## config.mk

```make
export PLATFORM = sky130hd
export DESIGN_NAME = uart_fifo_tx
export DESIGN_NICKNAME = d
export VERILOG_FILES = /design/src/rtl/uart_fifo_tx.sv
export SDC_FILE = /design/constraint.sdc
export NUM_CORES = 1
export LEC_CHECK = 0
export ABC_AREA = 0
export BUFFER_PORTS_ARGS = -buffer_cell sky130_fd_sc_hd__clkbuf_2
export CAP_MARGIN = 10
export CORE_AREA = 2 2 54 56
export CTS_BUF_LIST = sky130_fd_sc_hd__clkbuf_4 sky130_fd_sc_hd__clkbuf_8
export DETAILED_ROUTE_END_ITERATION = 10
export DIE_AREA = 0 0 56 58
export GPL_TIMING_DRIVEN = 0
export PLACE_DENSITY = 0.77
export SKIP_LAST_GASP = 1
export SYNTH_ARGS = -nofsm -noshare
export SYNTH_HDL_FRONTEND = slang
export SYNTH_SLANG_ARGS = --single-unit
```

## constraint.sdc

```tcl
create_clock -name clk -period 5.1 [get_ports clk]
set_clock_uncertainty 0.15 [all_clocks]
set_input_delay 1.02 -clock clk [delete_from_list [all_inputs] [get_ports clk]]
set_output_delay 1.02 -clock clk [all_outputs]
set_load 0.01 [all_outputs]
```

## src/rtl/uart_fifo_tx.sv

```systemverilog
// 8N1 UART transmitter that drains a FIFO: pops one byte whenever idle and
// the FIFO is non-empty, then shifts it out LSB first on a registered tx line.
`timescale 1ns/1ps
module uart_fifo_tx #(
  parameter int CLK_FREQ = 100_000_000,
  parameter int BAUD     = 9600
) (
  input  logic       clk,
  input  logic       rst,
  input  logic       fifo_empty,
  input  logic [7:0] fifo_rdata,
  output logic       fifo_pop,
  output logic       tx,
  output logic       tx_busy,
  output logic       tx_done
);

  localparam int DIV   = CLK_FREQ / BAUD;
  localparam int CNT_W = (DIV > 1) ? $clog2(DIV) : 1;
  localparam logic [CNT_W-1:0] CNT_MAX = CNT_W'(DIV - 1);

  generate
    if (DIV < 2) begin : g_bad_div
      $error("uart_fifo_tx: CLK_FREQ/BAUD must be at least 2");
    end
  endgenerate

  typedef enum logic [1:0] {IDLE, START, DATA, STOP} state_t;

  state_t           state, state_nx;
  logic [CNT_W-1:0] baud_cnt, baud_nx;
  logic [2:0]       bit_cnt, bit_nx;
  logic [7:0]       shift, shift_nx;
  logic             tx_nx, done_nx;
  logic             bit_end;

  assign bit_end = (baud_cnt == CNT_MAX);
  assign tx_busy = (state != IDLE);

  // NOTE: every signal written here gets a default first, so no path can
  // leave one unassigned and infer a latch.
  always_comb begin
    state_nx = state;
    baud_nx  = bit_end ? '0 : baud_cnt + 1'b1;
    bit_nx   = bit_cnt;
    shift_nx = shift;
    done_nx  = 1'b0;
    fifo_pop = 1'b0;

    case (state)
      IDLE: begin
        baud_nx = '0;
        // Gated by rst so no pop can escape while the line is held in reset.
        fifo_pop = !fifo_empty && !rst;
        if (fifo_pop) begin
          shift_nx = fifo_rdata;
          bit_nx   = 3'd0;
          state_nx = START;
        end
      end
      START: begin
        if (bit_end) state_nx = DATA;
      end
      DATA: begin
        if (bit_end) begin
          shift_nx = shift >> 1;
          bit_nx   = bit_cnt + 3'd1;
          if (bit_cnt == 3'd7) state_nx = STOP;
        end
      end
      STOP: begin
        if (bit_end) begin
          state_nx = IDLE;
          done_nx  = 1'b1;
        end
      end
      default: state_nx = IDLE;
    endcase

    // tx is derived from the next state so the line register lines up with it.
    case (state_nx)
      START:   tx_nx = 1'b0;
      DATA:    tx_nx = shift_nx[0];
      default: tx_nx = 1'b1;
    endcase
  end

  // NOTE: sequential state uses non-blocking assignments so every register
  // samples pre-edge values regardless of statement order.
  always_ff @(posedge clk or posedge rst) begin
    if (rst) begin
      state    <= IDLE;
      baud_cnt <= '0;
      bit_cnt  <= 3'd0;
      // NOTE: the shift register is reset as well; the in-flight byte is
      // dropped and must not leak into a later frame.
      shift    <= 8'h00;
      tx       <= 1'b1;
      tx_done  <= 1'b0;
    end else begin
      state    <= state_nx;
      baud_cnt <= baud_nx;
      bit_cnt  <= bit_nx;
      shift    <= shift_nx;
      tx       <= tx_nx;
      tx_done  <= done_nx;
    end
  end

endmodule

```

; Word level (Yosys, flattened, before mapping)
; Cells that the tools add are included.
; W data, S select, Z words.
[classes]
n_mux = 18
bitwise_logic = 0
div = 0
eq_ne = 9
n_shift = 0
magnitude_cmp = 0
mul = 0
n_addsub = 2
n_reduce_logical = 7
[ops]
columns = operator, n
row1 = $mux W14, 2
row2 = $mux W8, 2
row3 = $pmux W8 S2, 1
row4 = $add A14 B1 Y14 const B, 1
row5 = $eq A14 B14 Y1 const B, 1
row6 = $mux W2, 5
row7 = $pmux W2 S4, 1
row8 = $eq A2 B2 Y1 const B, 3
row9 = $mux W3, 2
row10 = $pmux W3 S2, 1
row11 = $eq A2 B1 Y1 const B, 2
row12 = $ne A2 B2 Y1 const B, 2
row13 = $reduce_bool A2 Y1, 2
row14 = $add A3 B1 Y3 const B, 1
row15 = $eq A3 B3 Y1 const B, 1
row16 = $mux W1, 3
row17 = $reduce_and A3 Y1, 1
row18 = $logic_not A1 Y1, 2
row19 = $logic_not A2 Y1, 1
row20 = $pmux W1 S2, 1
row21 = $logic_and A1 B1 Y1, 1
[word_totals]
rom_bits = 0
out_inout_bits = 4
wordCells = 43
latchBits = 0
ff_bits = 29
memories = 0
mem_bits_rw = 0

; Logic depth before layout (Yosys ltp)
[logic_depth]
ltp_word = 6
mapped_depth = 8
ltp_nobuf = 5

; Worst setup path before layout
; No wires, ideal clock.
[synth_timing]
kind = in2out
from = input port rst
to = output port fifo_pop
required_time_ps = 3930
n_path_buf = 0
slack_ps = 2559
stages = 1
arrival_ps = 1371
path_cell_list = nor3_4
[synth_between]
elab_chain_len = 3
[synth_rtl]
columns = item, line
row1 = "start, declared", 9  ; input logic rst,
row2 = $logic_not A1 Y1 (no source line), n/a
row3 = $logic_and A1 B1 Y1, 54  ; fifo_pop = !fifo_empty && !rst;
row4 = $mux W1, 50  ; case (state)
row5 = "end, declared", 12  ; output logic fifo_pop,
; No other way between the ends.

; Worst setup path after layout
[layout_timing]
from = register state[0]
to = output port fifo_pop
[layout_between]
elab_chain_len = 2
[layout_rtl]
columns = item, line
row1 = "start, declared", 30  ; state_t state, state_nx;
row2 = "start signal, assigned", 101  ; state <= state_nx;
row3 = $logic_not A2 Y1, 50
row4 = $mux W1, 50
; No other way between the ends.

==> metrics.yaml <==
run_status:
  status: "completed"
logic_synthesis:
  synthTopCellsByCount: "28 x dfrtp_1, 15 x nor2_1, 10 x nand2_1"
  syn_nets: 158
  synth_cell_types: 40
  synth_warnings: 0
  ys.flop_type: "dfrtp_1"
  synthCells: 144
  netlist_area_mm2: 0.001518
  synth_edf_count: 0
  synth_area_leaders: "dfrtp_1 46%, xnor2_1 4.0%, a221o_1 4.0%"
  synth_top_area_share: 0.4617
  ys_ff_latch: 29
  syn_area_per_cell_um2: 10.54
  yosysMostFrequentCell: "dfrtp_1"
  ys_async_sr_fraction: 1.000
  synth_area_leader_cell: "dfrtp_1"
  ys_seq_area_frac: 0.4790
timing:
  hold_violations: 0
  tns_ps: 0
  slew_viol_final: 0
  slew_headroom: 0.2942
  holdWs_ps: 358.3
  layout_min_cycle_time_ps: 2977
  max_freq_ghz: 0.3359
  finalSetupViolations: 0
  worst_pin_slew_ps: 1058
  rsz0062_at_grt: "false"
  min_period_over_period: 0.5837
die:
  core_region_area_mm2: 0.002663
  initial_core_util: 0.5700
  placementRows: 19
  die_w_um: 56
  dieArea_mm2: 0.003248
  pin_count: 15
  die_y_um: 58
power:
  leakage_nw: 0.7966
  ir_worst_vdd_mv: 0.3282
  p_per_area_mw_per_mm2: 337.7
global_route:
  grt_pass1_wl_um: 4719
  grt_pass1_vias: 1094
  antenna_found_initial: 0
  grt_usage: 0.1904
  grt_max_degree: 30
  grt_overflow: 0
route:
  vias_per_cell: 5.508
  via_count: 1085
  drc_errors: 0
  wl_per_cell_um: 13.08
  first_pass_iters: 4
  routed_wl_um: 2577
  drt_iter0_markers: 42
  ant_nets: 0
clock_tree:
  clk_latency_ps: 330
  cts_buffers: 5
  cts-root-buf: "clkbuf_4"
  cts_resized: 0
  cts_setup_buffers: 0
  cts.htree.levels: 2
  cts_buffer_depth: 2
  ctsHoldBuffers: 0
  clock-sinks: 29
  cts_tree: "built"
  clk_pin_slew_worst_paths_ps: 90
critical_path:
  crit_required_ps: 3930
  crit_path_end: "fifo_pop"
  reg2reg_depth: 8
  crit_type: "reg2out"
  critical_path_arrival_ps: 1810
  rrSetupSlack_ps: 2910
  cp-startpoint: "state[0]"
  worstSetupStartpointType: "flip-flop"
  timing.rr.end: "shift[2]"
  end_kind: "output pin"
  crit_fanout: 10
  rr_startpoint: "baud_cnt[0]"
layout:
  area.growth.synth_to_final_pct: 11.79
  stdcell_area_mm2: 0.001697
  diodes: 0
  fin_nets: 179
  fin_cells: 197
  postLayoutCoreUtil: 0.6372
  drive_above_1_share: 0.2289
run:
  max_cap_violations: 0
place:
  dp.cells: 189
  placed_area_mm2: 0.001627
  place_congestion: 0.8756
  hpwlAfterDp_um: 1836
  port-buffer-count: 14
worst_hold_path:
  hp-class: "reg2reg"
final cells by class:
| cell class | count | area, um^2 |
|---|---|---|
| Buffer | 8 | 61.31 |
| Clock buffer | 7 | 65.06 |
| Clock inverter | 1 | 5.005 |
| Fill cell | 213 | 965.9 |
| Inverter | 6 | 22.52 |
| Multi-Input combinational cell | 101 | 706.9 |
| Sequential cell | 29 | 726.9 |
| Tap cell | 31 | 38.79 |
| Timing Repair Buffer | 14 | 70.07 |
worst min path at each step:
| stage | startpoint | to | slack [ps] | cells after the start |
|---|---|---|---|---|
| after floorplan | baud_cnt[0] | baud_cnt[0] | 320 | 1 |
| after global placement | shift[3] | shift[2] | 340 | 1 |
| after detailed placement | baud_cnt[0] | baud_cnt[0] | 350 | 1 |
| after CTS | baud_cnt[0] | baud_cnt[0] | 360 | 1 |
| after global routing | baud_cnt[0] | baud_cnt[0] | 370 | 1 |
| final | baud_cnt[0] | baud_cnt[0] | 360 | 1 |
metrics by stage:
step           total power [mW]  worst slack (ps)
6_report                 0.5730              2123
3_3_place_gp             0.4086              2188
5_1_grt                  0.6082              1953
4_1_cts                  0.5753              2101
3_5_place_dp             0.4170              2168
2_1_floorplan            0.3861              2559
placed cells by master (no fill, tap or decap), drive strengths merged:
cell / synthesis / routed
nor2b: 3 / 3
mux2i: 4 / 4
xnor2: 7 / 7
mux2: 1 / 1
a311oi: 1 / 1
nor3b: 1 / 1
dfstp: 1 / 1
nor2: 15 / 15
or3: 2 / 2
and4: 3 / 3
nand4: 5 / 5
nand3: 6 / 6
a221o: 6 / 6
nor3: 4 / 4
nor4: 1 / 1
nor4b: 1 / 1
buf: 5 / 5
o31ai: 1 / 1
ha: 3 / 3
a211o: 1 / 1
nand2: 10 / 10
and3: 3 / 3
a21oi: 3 / 3
and2: 8 / 8
o21ai: 4 / 4
clkbuf: 3 / 24
inv: 6 / 6
xor2: 5 / 5
or2: 2 / 2
clkinv: 0 / 1
dfrtp: 28 / 28
and3b: 1 / 1
metal layers:
metal  global-route usage  vias to the layer above  part of all wire
met3              0.08036                        4             0.052
li1                     -                      544                 -
met1               0.2394                      511              0.46
met4              0.06803                        0             0.010
met5                    0                        -                 0
met2               0.2975                       26              0.47
sequential cells by signal (all words and copies together), names as in the netlist:
name      cells
baud_cnt     14
shift         8
bit_cnt       3
state         2
tx            1
tx_done       1
logic make-up (layout without fill, tap and decap cells):
family,after synthesis,in the layout,synth area share
AOI/OAI and AO/OA,16,16,0.08740
xor gates and xnor gates,12,12,0.06925
adders and majority gates,3,3,0.02473
buffers and inverters,14,36,0.05523
DFF,29,29,0.4790
muxes,5,5,0.03380
and+or+nand+nor,65,65,0.2506
power breakdown:
part	leakage (nW)	internal, mW	switching (mW)
clock	0.0413	0.0798	0.0794
combinational	0.391	0.0507	0.0567
sequential	0.364	0.269	0.0372
worst max-delay path, stage by stage (launching register included):
cell and delay, ps:
dfrtp_1 360, buf_2 170, or2_1 230, clkbuf_1 170, nor3_4 340, clkbuf_2 210
Note: power is estimated with default switching activity, not from simulation.
